File: src/rtl/uart_bus_master_pkg.sv
// Shared constants and state encodings for the UART debug bus master.
package uart_bus_master_pkg;

    // Command opcodes received from the host
    localparam logic [7:0] OP_WRITE = 8'h57;
    localparam logic [7:0] OP_READ  = 8'h52;

    // Single-byte replies
    localparam logic [7:0] RPL_ACK  = 8'h06;
    localparam logic [7:0] RPL_NAK  = 8'h15;

    // Frame-level controller states
    typedef enum logic [2:0] {
        ST_IDLE,
        ST_GET_ADDR,
        ST_GET_DATA,
        ST_BUS_WR,
        ST_BUS_RD,
        ST_SEND
    } state_e;

    // Serial receiver states
    typedef enum logic [1:0] {
        RX_IDLE,
        RX_START,
        RX_DATA,
        RX_STOP
    } rx_state_e;

endpackage

File: src/rtl/uart_bus_master_if.sv
// Memory-mapped peripheral bus: single-word read/write strobes with shared address.
interface uart_bus_master_if;
    logic [31:0] Addr;
    logic [31:0] WData;
    logic [31:0] RData;
    logic        Read;
    logic        Write;

    modport master (
        output Addr,
        output WData,
        output Read,
        output Write,
        input  RData
    );

    modport slave (
        input  Addr,
        input  WData,
        input  Read,
        input  Write,
        output RData
    );
endinterface

File: src/rtl/uart_bus_master_bit_engine.sv
// 8N1 serial deserialiser and serialiser sharing one bit period (DIV clocks).
module uart_bus_master_bit_engine
    import uart_bus_master_pkg::*;
#(
    parameter int DIV = 5208
) (
    input  logic       clk_i,
    input  logic       rst_ni,
    input  logic       rx_i,
    output logic       tx_o,
    input  logic       tx_start_i,
    input  logic [7:0] tx_data_i,
    output logic       tx_busy_o,
    output logic       rx_valid_o,
    output logic       rx_err_o,
    output logic [7:0] rx_data_o
);
    localparam int CW = $clog2(DIV);
    localparam logic [CW-1:0] HALF_M1 = CW'(DIV / 2 - 1);
    localparam logic [CW-1:0] FULL_M1 = CW'(DIV - 1);

    logic            rx_s1_q, rx_s2_q, rx_prev_q;
    rx_state_e       rx_st_q, rx_st_d;
    logic [CW-1:0]   rx_cnt_q, rx_cnt_d;
    logic [2:0]      rx_bit_q, rx_bit_d;
    logic [7:0]      rx_sh_q, rx_sh_d;
    logic            rx_valid_q, rx_valid_d;
    logic            rx_err_q, rx_err_d;

    logic            tx_q, tx_d;
    logic            tx_busy_q, tx_busy_d;
    logic [CW-1:0]   tx_cnt_q, tx_cnt_d;
    logic [3:0]      tx_bit_q, tx_bit_d;
    logic [7:0]      tx_sh_q, tx_sh_d;

    // Two-flop synchroniser plus one delayed copy for falling-edge detection
    always_ff @(posedge clk_i or negedge rst_ni) begin
        if (!rst_ni) begin
            rx_s1_q   <= 1'b1;
            rx_s2_q   <= 1'b1;
            rx_prev_q <= 1'b1;
        end else begin
            rx_s1_q   <= rx_i;
            rx_s2_q   <= rx_s1_q;
            rx_prev_q <= rx_s2_q;
        end
    end

    // Receiver next state: mid-bit sampling, start bit re-checked at DIV/2
    always_comb begin
        rx_st_d    = rx_st_q;
        rx_cnt_d   = rx_cnt_q;
        rx_bit_d   = rx_bit_q;
        rx_sh_d    = rx_sh_q;
        rx_valid_d = 1'b0;
        rx_err_d   = 1'b0;
        case (rx_st_q)
            RX_IDLE: begin
                if (rx_prev_q && !rx_s2_q) begin
                    rx_st_d  = RX_START;
                    rx_cnt_d = '0;
                end
            end
            RX_START: begin
                if (rx_cnt_q == HALF_M1) begin
                    rx_cnt_d = '0;
                    rx_bit_d = '0;
                    // A start bit that has gone high again was only a glitch
                    rx_st_d  = rx_s2_q ? RX_IDLE : RX_DATA;
                end else begin
                    rx_cnt_d = rx_cnt_q + CW'(1);
                end
            end
            RX_DATA: begin
                if (rx_cnt_q == FULL_M1) begin
                    rx_cnt_d = '0;
                    rx_sh_d  = {rx_s2_q, rx_sh_q[7:1]};
                    if (rx_bit_q == 3'd7) begin
                        rx_st_d = RX_STOP;
                    end else begin
                        rx_bit_d = rx_bit_q + 3'd1;
                    end
                end else begin
                    rx_cnt_d = rx_cnt_q + CW'(1);
                end
            end
            RX_STOP: begin
                if (rx_cnt_q == FULL_M1) begin
                    rx_cnt_d   = '0;
                    rx_st_d    = RX_IDLE;
                    rx_valid_d = rx_s2_q;
                    rx_err_d   = !rx_s2_q;
                end else begin
                    rx_cnt_d = rx_cnt_q + CW'(1);
                end
            end
            default: rx_st_d = RX_IDLE;
        endcase
    end

    // Receiver state register
    always_ff @(posedge clk_i or negedge rst_ni) begin
        if (!rst_ni) begin
            rx_st_q    <= RX_IDLE;
            rx_cnt_q   <= '0;
            rx_bit_q   <= '0;
            rx_sh_q    <= '0;
            rx_valid_q <= 1'b0;
            rx_err_q   <= 1'b0;
        end else begin
            rx_st_q    <= rx_st_d;
            rx_cnt_q   <= rx_cnt_d;
            rx_bit_q   <= rx_bit_d;
            rx_sh_q    <= rx_sh_d;
            rx_valid_q <= rx_valid_d;
            rx_err_q   <= rx_err_d;
        end
    end

    // Transmitter next state: bit 0 is start, 1..8 data LSB first, 9 stop
    always_comb begin
        tx_d      = tx_q;
        tx_busy_d = tx_busy_q;
        tx_cnt_d  = tx_cnt_q;
        tx_bit_d  = tx_bit_q;
        tx_sh_d   = tx_sh_q;
        if (!tx_busy_q) begin
            if (tx_start_i) begin
                tx_busy_d = 1'b1;
                tx_d      = 1'b0;
                tx_sh_d   = tx_data_i;
                tx_cnt_d  = '0;
                tx_bit_d  = '0;
            end
        end else if (tx_cnt_q == FULL_M1) begin
            tx_cnt_d = '0;
            if (tx_bit_q == 4'd9) begin
                tx_busy_d = 1'b0;
                tx_d      = 1'b1;
            end else begin
                tx_bit_d = tx_bit_q + 4'd1;
                if (tx_bit_q == 4'd8) begin
                    tx_d = 1'b1;
                end else begin
                    tx_d    = tx_sh_q[0];
                    tx_sh_d = {1'b0, tx_sh_q[7:1]};
                end
            end
        end else begin
            tx_cnt_d = tx_cnt_q + CW'(1);
        end
    end

    // Transmitter state register; line idles high out of reset
    always_ff @(posedge clk_i or negedge rst_ni) begin
        if (!rst_ni) begin
            tx_q      <= 1'b1;
            tx_busy_q <= 1'b0;
            tx_cnt_q  <= '0;
            tx_bit_q  <= '0;
            tx_sh_q   <= '0;
        end else begin
            tx_q      <= tx_d;
            tx_busy_q <= tx_busy_d;
            tx_cnt_q  <= tx_cnt_d;
            tx_bit_q  <= tx_bit_d;
            tx_sh_q   <= tx_sh_d;
        end
    end

    assign tx_o       = tx_q;
    assign tx_busy_o  = tx_busy_q;
    assign rx_valid_o = rx_valid_q;
    assign rx_err_o   = rx_err_q;
    assign rx_data_o  = rx_sh_q;

endmodule

File: src/rtl/uart_bus_master.sv
// Serial debug initiator: decodes 'W'/'R' command frames from the host, runs one
// bus cycle and returns ACK or the read word; unknown opcodes get NAK.
module uart_bus_master
    import uart_bus_master_pkg::*;
#(
    parameter int DIV     = 5208,
    parameter int TIMEOUT = 2500000
) (
    input  logic               C,
    input  logic               R,
    input  logic               Rx,
    output logic               Tx,
    output logic               Busy,
    uart_bus_master_if.master  bus
);
    localparam int TW = $clog2(TIMEOUT + 1);

    state_e        state_q, state_d;
    logic [1:0]    bcnt_q, bcnt_d;
    logic [TW-1:0] tmo_q, tmo_d;
    logic          is_wr_q, is_wr_d;
    logic [31:0]   ash_q, ash_d;
    logic [31:0]   dsh_q, dsh_d;
    logic [31:0]   addr_q, addr_d;
    logic [31:0]   wdata_q, wdata_d;
    logic [31:0]   reply_q, reply_d;
    logic [2:0]    rlen_q, rlen_d;

    logic          tx_start;
    logic [7:0]    tx_data;
    logic          tx_busy;
    logic          rx_valid;
    logic          rx_err;
    logic [7:0]    rx_data;

    uart_bus_master_bit_engine #(.DIV(DIV)) u_bits (
        .clk_i      (C),
        .rst_ni     (R),
        .rx_i       (Rx),
        .tx_o       (Tx),
        .tx_start_i (tx_start),
        .tx_data_i  (tx_data),
        .tx_busy_o  (tx_busy),
        .rx_valid_o (rx_valid),
        .rx_err_o   (rx_err),
        .rx_data_o  (rx_data)
    );

    // Frame decoder: collects fields MSB first, strobes the bus, queues the reply
    always_comb begin
        state_d  = state_q;
        bcnt_d   = bcnt_q;
        tmo_d    = tmo_q;
        is_wr_d  = is_wr_q;
        ash_d    = ash_q;
        dsh_d    = dsh_q;
        addr_d   = addr_q;
        wdata_d  = wdata_q;
        reply_d  = reply_q;
        rlen_d   = rlen_q;
        tx_start = 1'b0;
        tx_data  = reply_q[31:24];
        case (state_q)
            ST_IDLE: begin
                tmo_d  = '0;
                bcnt_d = '0;
                if (rx_valid) begin
                    if (rx_data == OP_WRITE || rx_data == OP_READ) begin
                        is_wr_d = (rx_data == OP_WRITE);
                        state_d = ST_GET_ADDR;
                    end else begin
                        reply_d = {RPL_NAK, 24'h0};
                        rlen_d  = 3'd1;
                        state_d = ST_SEND;
                    end
                end
            end
            ST_GET_ADDR: begin
                if (rx_err) begin
                    state_d = ST_IDLE;
                end else if (rx_valid) begin
                    ash_d  = {ash_q[23:0], rx_data};
                    tmo_d  = '0;
                    bcnt_d = bcnt_q + 2'd1;
                    if (bcnt_q == 2'd3) begin
                        if (is_wr_q) begin
                            state_d = ST_GET_DATA;
                        end else begin
                            // Address is presented on the bus only when the strobe is due
                            addr_d  = {ash_q[23:0], rx_data};
                            state_d = ST_BUS_RD;
                        end
                    end
                end else if (tmo_q == TW'(TIMEOUT - 1)) begin
                    state_d = ST_IDLE;
                end else begin
                    tmo_d = tmo_q + TW'(1);
                end
            end
            ST_GET_DATA: begin
                if (rx_err) begin
                    state_d = ST_IDLE;
                end else if (rx_valid) begin
                    dsh_d  = {dsh_q[23:0], rx_data};
                    tmo_d  = '0;
                    bcnt_d = bcnt_q + 2'd1;
                    if (bcnt_q == 2'd3) begin
                        addr_d  = ash_q;
                        wdata_d = {dsh_q[23:0], rx_data};
                        state_d = ST_BUS_WR;
                    end
                end else if (tmo_q == TW'(TIMEOUT - 1)) begin
                    state_d = ST_IDLE;
                end else begin
                    tmo_d = tmo_q + TW'(1);
                end
            end
            ST_BUS_WR: begin
                reply_d = {RPL_ACK, 24'h0};
                rlen_d  = 3'd1;
                state_d = ST_SEND;
            end
            ST_BUS_RD: begin
                reply_d = bus.RData;
                rlen_d  = 3'd4;
                state_d = ST_SEND;
            end
            ST_SEND: begin
                if (!tx_busy) begin
                    if (rlen_q == 3'd0) begin
                        state_d = ST_IDLE;
                    end else begin
                        tx_start = 1'b1;
                        reply_d  = {reply_q[23:0], 8'h00};
                        rlen_d   = rlen_q - 3'd1;
                    end
                end
            end
            default: state_d = ST_IDLE;
        endcase
    end

    // Frame decoder state and datapath registers
    always_ff @(posedge C or negedge R) begin
        if (!R) begin
            state_q <= ST_IDLE;
            bcnt_q  <= '0;
            tmo_q   <= '0;
            is_wr_q <= 1'b0;
            ash_q   <= '0;
            dsh_q   <= '0;
            addr_q  <= '0;
            wdata_q <= '0;
            reply_q <= '0;
            rlen_q  <= '0;
        end else begin
            state_q <= state_d;
            bcnt_q  <= bcnt_d;
            tmo_q   <= tmo_d;
            is_wr_q <= is_wr_d;
            ash_q   <= ash_d;
            dsh_q   <= dsh_d;
            addr_q  <= addr_d;
            wdata_q <= wdata_d;
            reply_q <= reply_d;
            rlen_q  <= rlen_d;
        end
    end

    assign bus.Addr  = addr_q;
    assign bus.WData = wdata_q;
    assign bus.Read  = (state_q == ST_BUS_RD);
    assign bus.Write = (state_q == ST_BUS_WR);
    assign Busy      = (state_q != ST_IDLE) || tx_busy;

endmodule

File: src/flat_wrapper.sv
// flat-port wrapper written by rule: the top's interface ports become plain ports
module uart_bus_master_flat import uart_bus_master_pkg::*;
#(
    parameter int DIV     = 5208,
    parameter int TIMEOUT = 2500000
)
  (C, R, Rx, Tx, Busy, bus_Addr, bus_WData, bus_Read, bus_Write, bus_RData);
  uart_bus_master_if bus_i ();
  input  logic C;
  input  logic R;
  input  logic Rx;
  output logic Tx;
  output logic Busy;
  output wire logic [$bits(bus_i.Addr)-1:0] bus_Addr;
  output wire logic [$bits(bus_i.WData)-1:0] bus_WData;
  output wire logic [$bits(bus_i.Read)-1:0] bus_Read;
  output wire logic [$bits(bus_i.Write)-1:0] bus_Write;
  input wire logic [$bits(bus_i.RData)-1:0] bus_RData;
  assign bus_Addr = bus_i.Addr;
  assign bus_WData = bus_i.WData;
  assign bus_Read = bus_i.Read;
  assign bus_Write = bus_i.Write;
  assign bus_i.RData = bus_RData;
  uart_bus_master #(.DIV(DIV), .TIMEOUT(TIMEOUT)) u_core (.C(C), .R(R), .Rx(Rx), .Tx(Tx), .Busy(Busy), .bus(bus_i));
endmodule
File: config.mk
export PLATFORM = sky130hd
export DESIGN_NAME = uart_bus_master_flat
export DESIGN_NICKNAME = d
export VERILOG_FILES = /design/src/rtl/uart_bus_master_pkg.sv /design/src/rtl/uart_bus_master_if.sv /design/src/rtl/uart_bus_master_bit_engine.sv /design/src/rtl/uart_bus_master.sv /design/src/flat_wrapper.sv
export SDC_FILE = /design/constraint.sdc
export NUM_CORES = 1
export LEC_CHECK = 0
export BUFFER_PORTS_ARGS = -buffer_cell sky130_fd_sc_hd__buf_4
export CORE_MARGIN = 3
export CORE_UTILIZATION = 55
export CTS_CLUSTER_DIAMETER = 50
export DETAILED_ROUTE_END_ITERATION = 6
export PLACE_DENSITY = 0.75
export REMOVE_ABC_BUFFERS = 1
export SLEW_MARGIN = 10
export SYNTH_ARGS = -nofsm -noshare
export SYNTH_HDL_FRONTEND = slang
export SYNTH_SLANG_ARGS = --single-unit
File: constraint.sdc
create_clock -name C -period 2.8 [get_ports C]
set_input_delay 0.14 -clock C [delete_from_list [all_inputs] [get_ports C]]
set_output_delay 0.14 -clock C [all_outputs]
set_load 0.01 [all_outputs]
Word-level counts from Yosys, hierarchy flattened
Cells that the tools add are included.

cells by class
  add/subtract/negate cells = 7
  multipliers = 0
  divide/modulo/power cells = 0
  $lt $le $gt $ge = 0
  equal/unequal tests = 44
  shift operators = 0
  muxes and demuxes = 81
  bitwise logic cells = 1
  reduce and logical (&&, ||, !) cells = 31

operators by type and width
  operator               count
  $mux 32                11
  $pmux 32 s4            1
  $mux 13                6
  $mux 22                3
  $pmux 32 s2            1
  $mux 3                 19
  $pmux 22 s2            1
  $mux 8                 5
  $pmux 13 s3            1
  $ne 2x2->1 const B     18
  $add 13x1->13 const B  2
  $eq 13x13->1 const B   2
  $add 22x1->22 const B  1
  $eq 22x22->1 const B   1
  $reduce_and 3->1       6
  $eq 8x7->1 const B     2
  $mux 1                 16
  $mux 2                 8
  $mux 4                 4
  $pmux 3 s5             1
  $reduce_and 5->1       3
  $eq 13x12->1 const B   1
  $pmux 3 s4             1
  $reduce_and 4->1       3
  other kinds (28)       47

word-level totals
  flip-flop bits (word level) = 241
  bits in latches = 0
  RAM bits = 0
  ROM bits = 0
  bits of input ports = 35
  output and inout port bits = 68
  logic and storage cells = 188
  memories kept = 0

Logic depth before layout (Yosys ltp)
  depth in word-level cells = 6
  mapped depth = 9

Modules after synthesis
From an unflattened synthesis, not the netlist that was laid out.

unflattened totals
  cells, all modules = 976
  area, all modules = 11,234.5 um^2

by module, submodules not included
  module                      instances  cells an instance  area an instance (um^2)
  uart_bus_master             1          683                8,271.7
  uart_bus_master_bit_engine  1          293                2,962.8

Worst setup path after synthesis
OpenSTA, ideal clock, no wires.

  path type = reg2reg
  start = register u_core.state_q[1]
  end = register u_core.tmo_q[12]
  library setup time = 0.078 ns
  arrival = 1.974 ns
  slack = 0.747 ns
  cell stages (with the launch flop) = 7
  period minus slack after synthesis = 2.053 ns
  path through = dfrtp_1 > buf_6 > maj3_2 > or3_4 > buf_6 > or4_1 > a21oi_1

on the way
  longest elaborated chain between the ends = 4

RTL lines
  what                                          line                    text
  from (decl)                                   uart_bus_master.sv:18   state_e state_q, state_d;
  from (signal assigned)                        uart_bus_master.sv:157  state_q <= state_d;
  $eq 3x1->1 or $eq 3x2->1 (tied branches)      uart_bus_master.sv:63   case (state_q)
  $reduce_or 2->1 (no line)                     -
  $ne 3x3->1 (no line) (tied with other cells)  -
  $reduce_and 3->1 (no line)                    -
  to (signal assigned)                          uart_bus_master.sv:159  tmo_q <= tmo_d;
  to (decl)                                     uart_bus_master.sv:20   logic [TW-1:0] tmo_q, tmo_d;

Parallel ways exist; a longest one is shown, timed or not.
A chain may end at the register's enable or synchronous reset.

Worst setup path after layout
  start = register u_core.state_q[1]
  end = output bus_Read

on the way
  longest elaborated chain between the ends = 1

RTL lines
  what        line                    text
  $eq 3x3->1  uart_bus_master.sv:172  assign bus.Read = (state_q == ST_BUS_RD);
  to (decl)   flat_wrapper.sv:16      output wire logic [$bits(bus_i.Read)-1:0] bus_Read;

No other way between the ends.

==> results.md <==
- Status: finished clean
- # DRC: 0
- Reg area: between 6000 and 7000 sq um
- Worst Hold Class: in2reg
- Critical Path Fanout Max: 13
- FILL cells: approximately 1500
- Final Hold Fails: 0
- Main synth FF type: dfrtp_1
- Distinct cells, synth: 66
- Final setup fails: 0
- Fmax: approximately 0.42 GHz
- Worst slew margin: between 30 and 40%
- Pre-CTS WS: 460 ps
- Reg2Reg Launch Point: u_core.state_q[1]$_DFFE_PN0P_
- CP Capture Type: output pin
- Vias in the first global route: slightly below 8000
- VDD IR max: around 0.49 mV
- Sequential element share of the synthesized area: a little over half
- Die H: 148 um
- R2R Path End: u_core.tmo_q[4]$_DFFE_PN0P_
- Slowest-stage cell, CP: dfrtp_1
- Num CTS Buffers: 28
- Synth top area share: between 50 and 60%
- Largest cells by area after synthesis: dfrtp_1 54%, mux2_2 11%, o21ai_0 4.3%
- Clk Latency, worst-skew pair: between 500 and 600 ps
- Nets: roughly 1200
- Cell mode on critical path: buf_4
- Gr ovfl total: 0
- Startpoint class of the critical path: register
- PnR worst setup slack: 403 ps
- Row cnt: between 50 and 60
- Synth Area per Inst: 11.1 sq um
- Worst R2R Setup Slack: around 500 ps
- Root buf cell: clkbuf_16
- DR vias: roughly 8100
- Final cell count without fillers: between 1000 and 1500
- Detailed Place HPWL: between 10 and 15 mm
- Gpl congestion: 0.857
- CP Capture Point: bus_Read
- Commonest cells after routing, fill and taps aside: 237 x dfrtp_1, 121 x buf_4, 110 x nand2_1
- Initial antenna violation count: 0
- CTS HTree Levels: 1
- Drt first pass iters: 5
- Period utilisation layout: roughly 86%
- Mapped cell area: 11100 sq um
- CTS clk-pin slew, worst paths: around 60 ps
- Layout Area Growth over Synthesis: 21.0%
- Die width: 148 um
- Clock sink total: around 240
- Initial drt markers: between 700 and 800
- Number of synthesized flops with an enable pin: 0
- Post-synthesis cell count: roughly 1000
- CTS tree: done
- Longest Clk Path Bufs: 3
- WL/cell: 16.5 um
- I/O Pins: between 100 and 150
- Design Area, Final: 13400 sq um
- Port buffer count: approximately 100
- Layout cell share with drive strength beyond 1: 25.3%
- CP cell instances: buf_4, nand2b_1, nor2_2, buf_4
- Tmin final: 2400 ps
- Hold Path Origin: bus_RData[25]
- Top cell family by delay on the critical path: simple AND/OR/NAND/NOR gates
- Worst Path Arrival: between 2000 and 2500 ps
- Crit-path max cell delay: slightly above 500 ps
- RSZ-0062 raised after global routing: no
- Die area: around 22000 sq um
- CP Class: reg2out
- Global-route wire length before repair: 40.0 mm
- Final WL: 23.3 mm
- Leak Pwr: about 6 nW
- R2R cell count: 6
- Placed Cells: 1333
- Core ar.: between 15000 and 20000 sq um
- Crit path from: u_core.state_q[1]$_DFFE_PN0P_
- Antenna viol nets, final: 0
- Final Skew: between 15 and 20 ps
- WP depth: 4
- Placed cell area: 12200 sq um
- Register bit total from synthesis: around 240
- Worst Tran Pin Value: 944 ps
- Max Slew Vio Count: 0
- Hold WS: ~16 ps
- Syn. warnings: 0
- N_diodes: 0
- Area of the multi-input gates: about 4700 sq um
- Max Cap Violations: 0
- Tot Pwr: roughly 7.4 mW
- Buf+Inv Stages, Crit Path: 2
- Post-CTS setup buffers: 0
- Starting density of the core: between 50% and 60%
- Largest net degree at the start of global routing: between 90 and 100
- Commonest non-fill, non-tap cell in the layout: dfrtp_1
- Vias/cell: around 5.8
- Area leader, netlist: dfrtp_1
- GR Util All Layers: 21.7%
- Pwr Density: 554 nW/um^2
- Worst EP required: between 2000 and 3000 ps
- Asr flop ratio synth: 100%
==> Yosys cell counts, drive strengths merged, types with 4 or more instances <==
library cell / instances
nor4: 9
or4: 9
nor2b: 9
nand4: 13
nor4b: 5
a22oi: 21
ha: 11
clkbuf: 44
inv: 24
a211oi: 4
xor2: 5
mux2: 104
and2: 4
buf: 15
o31ai: 14
dfrtp: 237
a22o: 15
nand3: 29
nor2: 36
dfstp: 4
or3: 10
o21ai: 101
nor3: 13
a21oi: 28
o41ai: 5
a31oi: 13
nand2b: 15
nand2: 110
and3: 5
mux2i: 39
==> worst min path at each step <==
| stage | to | slack [ps] | depth (start not counted) |
|---|---|---|---|
| final | u_core.reply_q[25]$_DFFE_PN0P_ | 20 | 5 |
| after global routing | u_core.reply_q[25]$_DFFE_PN0P_ | 80 | 5 |
| after CTS | u_core.reply_q[25]$_DFFE_PN0P_ | 9 | 5 |
| after detailed placement | u_core.bus.Addr[27]$_DFFE_PN0P_ | 220 | 1 |
| after global placement | u_core.bus.Addr[27]$_DFFE_PN0P_ | 210 | 1 |
| after floorplan | async pin | -160 | 0 |
==> where the power goes <==
| part | internal (mW) | switching [mW] | leakage, nW |
|---|---|---|---|
| logic | 0.152 | 0.175 | 2.48 |
| registers | 3.54 | 0.0746 | 3.21 |
| clock network | 2.09 | 1.39 | 0.445 |
| total | 5.78 | 1.64 | 6.14 |
==> area by class of cell <==
type                    count  share of cell area [%]
repair buffers            157                    9.80
clock inverters             9                   0.756
flip-flops and latches    241                    45.0
inverters                  24                   0.672
well taps                 265                    2.47
multi-input cells         677                    35.3
clock buffers              40                    6.01
==> layer usage <==
metal  GRT usage, %  vias to the layer above  part of all wire, %
li1               -                     3903                    -
met1           32.4                     4029                   46
met2           34.8                      185                   49
met3           2.88                       24                  4.5
met4           4.43                        0                  1.1
met5              0                        -                    0
==> timing repair <==
action	CTS	global route
resized for setup	0	0
hold endpoints to repair	118	0
hold buffers	31	0
endpoints found under the setup margin	0	0
==> per-stage QoR <==
| stage | util (%) | TNS (ps) |
|---|---|---|
| after global routing | 68.2 | 0 |
| after global placement | 62.0 | 0 |
| after CTS | 68.2 | 0 |
| final | 68.2 | 0 |
| after floorplan | - | -110260 |
| after detailed placement | 62.0 | 0 |
==> kinds of logic after synthesis <==
logic type	synth area share, %
AND/OR/NAND/NOR	13.1
flip-flops	54.5
AO/OA/AOI/OAI	13.0
multiplexers	14.1
buffers and inverters	3.22
adder cells (fa/ha/maj)	1.53
XOR/XNOR	0.554
==> flip-flops by register name, summed over array words and instances (netlist names), 8 cells and up, named ones only <==
name                     cells
u_core.u_bits.tx_cnt_q      13
u_core.dsh_q                24
u_core.u_bits.rx_cnt_q      13
u_core.tmo_q                22
u_core.u_bits.tx_sh_q        8
u_core.ash_q                32
u_core.reply_q              32
u_core.bus.WData            32
u_core.u_bits.rx_data_o      8
u_core.bus.Addr             32
==> tightest hold or removal path: cells and delay by family <==
family | cells | cell delay (ps)
AOI/OAI and AO/OA | 1 | 120
buffers and inverters | 1 | 80
and+or+nand+nor | 2 | 120
muxes | 1 | 50
(Power assumes the default switching activity.)
